===== src/rtl/airlock_ctrl.sv =====
// rtl/airlock_ctrl.sv - airlock chamber controller: doors, pump sequencing, occupancy, sticky fault
module airlock_ctrl #(
  parameter int PRESS_CYCLES   = 5,
  parameter int DEPRESS_CYCLES = 7,
  parameter int CNT_W          = 8,
  parameter int CAPACITY       = 3,
  parameter int OCC_W          = 2
) (
  input  logic             CLOCK_50,
  input  logic             reset_n,
  input  logic             outer_req,
  input  logic             inner_req,
  input  logic             press_go,
  input  logic             depress_go,
  input  logic             sub_enter,
  input  logic             sub_exit,
  input  logic             err_clr,
  output logic             outer_open,
  output logic             inner_open,
  output logic             pressurized,
  output logic             pumping,
  output logic [OCC_W-1:0] occ,
  output logic             full,
  output logic             err
);

  typedef enum logic [1:0] {S_LOW, S_PRESS, S_HIGH, S_DEPRESS} state_t;

  state_t           state;
  logic [CNT_W-1:0] cnt;

  logic doors_closed;
  logic door_open;
  logic press_acc;
  logic depress_acc;
  logic fault;
  logic occ_inc;
  logic occ_dec;

  // Command acceptance, occupancy moves and fault detection for this cycle
  always_comb begin
    doors_closed = ~outer_open & ~inner_open;
    door_open    = ~doors_closed;
    // A simultaneous press/depress pair is ambiguous, so neither is accepted
    press_acc    = press_go & ~depress_go & (state == S_LOW) & doors_closed;
    depress_acc  = depress_go & ~press_go & (state == S_HIGH) & doors_closed;
    occ_inc      = door_open & sub_enter & ~sub_exit & (occ != OCC_W'(CAPACITY));
    occ_dec      = door_open & sub_exit & ~sub_enter & (occ != '0);
    fault        = (press_go & ~press_acc)
                 | (depress_go & ~depress_acc)
                 | ((sub_enter | sub_exit) & doors_closed)
                 | (door_open & sub_enter & ~sub_exit & full)
                 | (door_open & sub_exit & ~sub_enter & (occ == '0));
  end

  assign full = (occ == OCC_W'(CAPACITY));

  // Pressure state machine with registered door, pump and status outputs
  always_ff @(posedge CLOCK_50 or negedge reset_n) begin
    if (!reset_n) begin
      state       <= S_LOW;
      cnt         <= '0;
      outer_open  <= 1'b0;
      inner_open  <= 1'b0;
      pressurized <= 1'b0;
      pumping     <= 1'b0;
      occ         <= '0;
      err         <= 1'b0;
    end else begin
      case (state)
        S_LOW: begin
          if (press_acc) begin
            state   <= S_PRESS;
            cnt     <= CNT_W'(PRESS_CYCLES - 1);
            pumping <= 1'b1;
          end
        end
        S_PRESS: begin
          if (cnt == '0) begin
            state       <= S_HIGH;
            pumping     <= 1'b0;
            pressurized <= 1'b1;
          end else begin
            cnt <= cnt - 1'b1;
          end
        end
        S_HIGH: begin
          if (depress_acc) begin
            state       <= S_DEPRESS;
            cnt         <= CNT_W'(DEPRESS_CYCLES - 1);
            pumping     <= 1'b1;
            pressurized <= 1'b0;
          end
        end
        default: begin
          if (cnt == '0) begin
            state   <= S_LOW;
            pumping <= 1'b0;
          end else begin
            cnt <= cnt - 1'b1;
          end
        end
      endcase

      // Doors only open in their idle pressure state with the other door shut;
      // a pump start in the same cycle wins over the open request
      outer_open <= outer_req & (state == S_LOW) & ~inner_open & ~press_acc;
      inner_open <= inner_req & (state == S_HIGH) & ~outer_open & ~depress_acc;

      if (occ_inc) begin
        occ <= occ + 1'b1;
      end else if (occ_dec) begin
        occ <= occ - 1'b1;
      end

      // A new fault outranks a same-cycle clear
      if (fault) begin
        err <= 1'b1;
      end else if (err_clr) begin
        err <= 1'b0;
      end
    end
  end

endmodule


===== config.mk =====
export PLATFORM = sky130hd
export DESIGN_NAME = airlock_ctrl
export DESIGN_NICKNAME = d
export VERILOG_FILES = /design/src/rtl/airlock_ctrl.sv
export SDC_FILE = /design/constraint.sdc
export NUM_CORES = 1
export LEC_CHECK = 0
export ABC_AREA = 1
export BUFFER_PORTS_ARGS = -buffer_cell sky130_fd_sc_hd__buf_2
export CAP_MARGIN = 0
export CORE_UTILIZATION = 50
export CTS_BUF_LIST = sky130_fd_sc_hd__clkbuf_8 sky130_fd_sc_hd__clkbuf_16
export DETAILED_ROUTE_END_ITERATION = 10
export HOLD_SLACK_MARGIN = 0.12
export PLACE_DENSITY = 0.74
export SLEW_MARGIN = 20
export SYNTH_ARGS = -nofsm -noshare
export SYNTH_HDL_FRONTEND = slang
export SYNTH_SLANG_ARGS = --single-unit

===== constraint.sdc =====
create_clock -name CLOCK_50 -period 1.5 [get_ports CLOCK_50]
set_input_delay 0.15 -clock CLOCK_50 [delete_from_list [all_inputs] [get_ports CLOCK_50]]
set_output_delay 0.15 -clock CLOCK_50 [all_outputs]
set_load 0.01 [all_outputs]

==> metrics.txt <==
GR Util All Layers 23.2%; Pleak 0.000766 uW; post-synthesis compound-gate area fraction 5.84%; die height 48.7 um; GPL Wtd Cong 0.877; via count 1119; synthesized area 1090 sq um; largest net degree at the start of global routing 18; Clock Skew 2.68 ps; initial DRC count 39; Total Wirelength 2670 um; FP Rows 16; Syn Nets 166; EDFF count, synth 0; sequential-to-total area share from yosys stat 38.9%; most frequent cells after synthesis 50 x nand2_1, 17 x dfrtp_1, 17 x nor2_1; CTS tree done; fmax 0.665 GHz; fin crit period 1500 ps; Area growth syn-to-layout 33.8%; final worst path period share 100%; Cells after DPL 200; Slew headroom 73.6%; Worst Path Max Fanout 7; Core Area 2000 sq um; CP endpoint kind flip-flop; total power 3390 uW; clk_lat worst skew 250 ps; global-route wire length before repair 4270 um; IO Port Bufs 16; async set-or-reset flop fraction in the synthesized netlist 100%; FF+latch count, synth 17; Routed Antenna Nets 0; CTS buffer count 3; nets 200; post-DR wirelength/cell 12.6 um; Worst-path clk slew 70 ps; GR Overflow Total 0; CTS HTree Levels 1; Post-Synth XOR/XNOR Area 2.41%; Hold Crit Class in2reg; power per cell area 2320 nW/um^2; CTS Sinks 17; mux contribution to synthesized area 0%; Ys Warns 0; first-pass detailed-route iteration total 5; worst slew pin tran 396 ps; fraction of the mapped netlist area in simple logic gates 40.5%; Yosys cell types 24; Die Wd 48.7 um; largest area contributor in the netlist dfrtp_1; most frequent cell after synthesis nand2_1; Post-Synth Adder-Cell Area 5.73%; Synth area leaders dfrtp_1 39%, nand2_1 17%, nand3_1 7.3%, nor2_1 5.8%, ha_1 5.7%; final worst-path setup slack -2.70 ps; IO Pins 17; final-report hold violation count 0; Longest Clk Path Bufs 2; violated checks setup timing; Final Max Tran Viols 0; WS Path Type reg2reg; layout cell share with drive strength beyond 1 31.4%; CP Data Required Time 1650 ps; Startpoint Class flip-flop; initial antenna violation count 0; Yosys top cell area share 38.9%; Post-synth top flop dfrtp_1; vias in the first global route 999; vias per cell 5.28; DP HPWL 1820 um; Avg Synthesized Cell Area 7.19 sq um; Peak VDD IR 1.56 mV; Post-Synthesis Cells 152; Crit path arrival time 1650 ps; largest family of logic cells by synthesized area simple AND/OR/NAND/NOR gates; post-route insts no fill 212; Die ar. 2380 sq um; DRC viols 0; number of max-cap violations 0; Clock Tree Root clkbuf_8; outcome finished, violations left; n_diodes 0; Initial Util 54.6%; setup violators final 1
cell families (layout without fill, tap and decap cells):
| logic type | after synthesis | after routing |
|---|---|---|
| compound gates | 11 | 11 |
| simple gates | 98 | 98 |
| flops | 17 | 17 |
| buf+inv | 18 | 51 |
| xor+xnor | 3 | 3 |
| fa+ha+maj | 5 | 5 |
layout by cell type, fill, tap and decap left out, types with 3 or more instances in the layout:
| master | synthesis | layout |
|---|---|---|
| clkbuf_8 | 0 | 3 |
| inv_2 | 2 | 6 |
| nor2_1 | 17 | 17 |
| buf_2 | 0 | 16 |
| inv_1 | 15 | 12 |
| nand2_4 | 2 | 3 |
| dfrtp_2 | 0 | 3 |
| o22ai_1 | 3 | 3 |
| nor2_4 | 0 | 3 |
| nand2_2 | 3 | 4 |
| nand3_1 | 16 | 16 |
| nand2_1 | 50 | 47 |
| dfrtp_1 | 17 | 14 |
| buf_4 | 1 | 10 |
| o21ai_1 | 3 | 3 |
worst max-delay path, cell delays in order (launching register included):
cell	delay [ps]
dfrtp_2	450
nor2_4	160
nand2_2	100
nor2_2	170
nand2_2	90
nand2_4	100
nand2_8	80
buf_12	130
nand3_1	70
nand2_1	60
metrics by stage:
step	cell area (sq um)	utilization, %	worst slack [ps]	setup TNS [ps]	hold WS [ps]
final	1460	73.0	-2.70	-2.70	144
after global routing	1460	73.0	-68.3	-286	133
after CTS	1330	66.3	17.8	0	140
after detailed placement	1260	62.7	-25.0	-45.2	97.4
after global placement	1260	62.7	49.5	0	91.2
after floorplan	1090	-	46.2	0	-146
state kept, by name, indices dropped and copies added, names as in the netlist:
signal / count
state: 2
occ: 2
outer_open: 1
cnt: 8
err: 1
pumping: 1
inner_open: 1
pressurized: 1
routing by layer:
layer	routed length (um)	global-route usage, %	share of wire (%)	up-vias
met5	0	0	0	-
li1	-	-	-	552
met4	52	8.82	1.9	0
met2	1320	40.0	49	39
met3	118	2.83	4.4	5
met1	1180	29.5	44	523
worst paths after layout:
check	depth (start not counted)	from	slack [ps]	endpoint
min reg2reg	2	pumping	480	pumping
min	3	press_go	140	err
max in group asynchronous	2	reset_n	850	cnt[3]
max reg2reg	9	cnt[2]	-3	cnt[5]
min in group asynchronous	2	reset_n	350	occ[1]
max	9	cnt[2]	-3	cnt[5]
power breakdown:
part	internal (uW)	switching, uW	total [uW]
Sequential	650	189	839
Clock	182	157	339
Combinational	961	1250	2210
area by class of cell:
| class | instances | area [sq um] |
|---|---|---|
| Clock inverter | 1 | 3.75 |
| Tap cell | 27 | 33.8 |
| Inverter | 17 | 63.8 |
| Fill cell | 135 | 541 |
| Clock buffer | 3 | 41.3 |
| Multi-Input combinational cell | 117 | 674 |
| Sequential cell | 17 | 429 |
| Timing Repair Buffer | 30 | 215 |
timing repair:
action / in CTS / in global routing
setup buffers: 0 / 6
setup endpoints to repair: 3 / 11
hold buffers: 2 / 0
endpoints found under the hold margin: 18 / 0
resized for setup: 2 / 21
pin swaps: 1 / 6
Note: power is estimated with default switching activity, not from simulation.
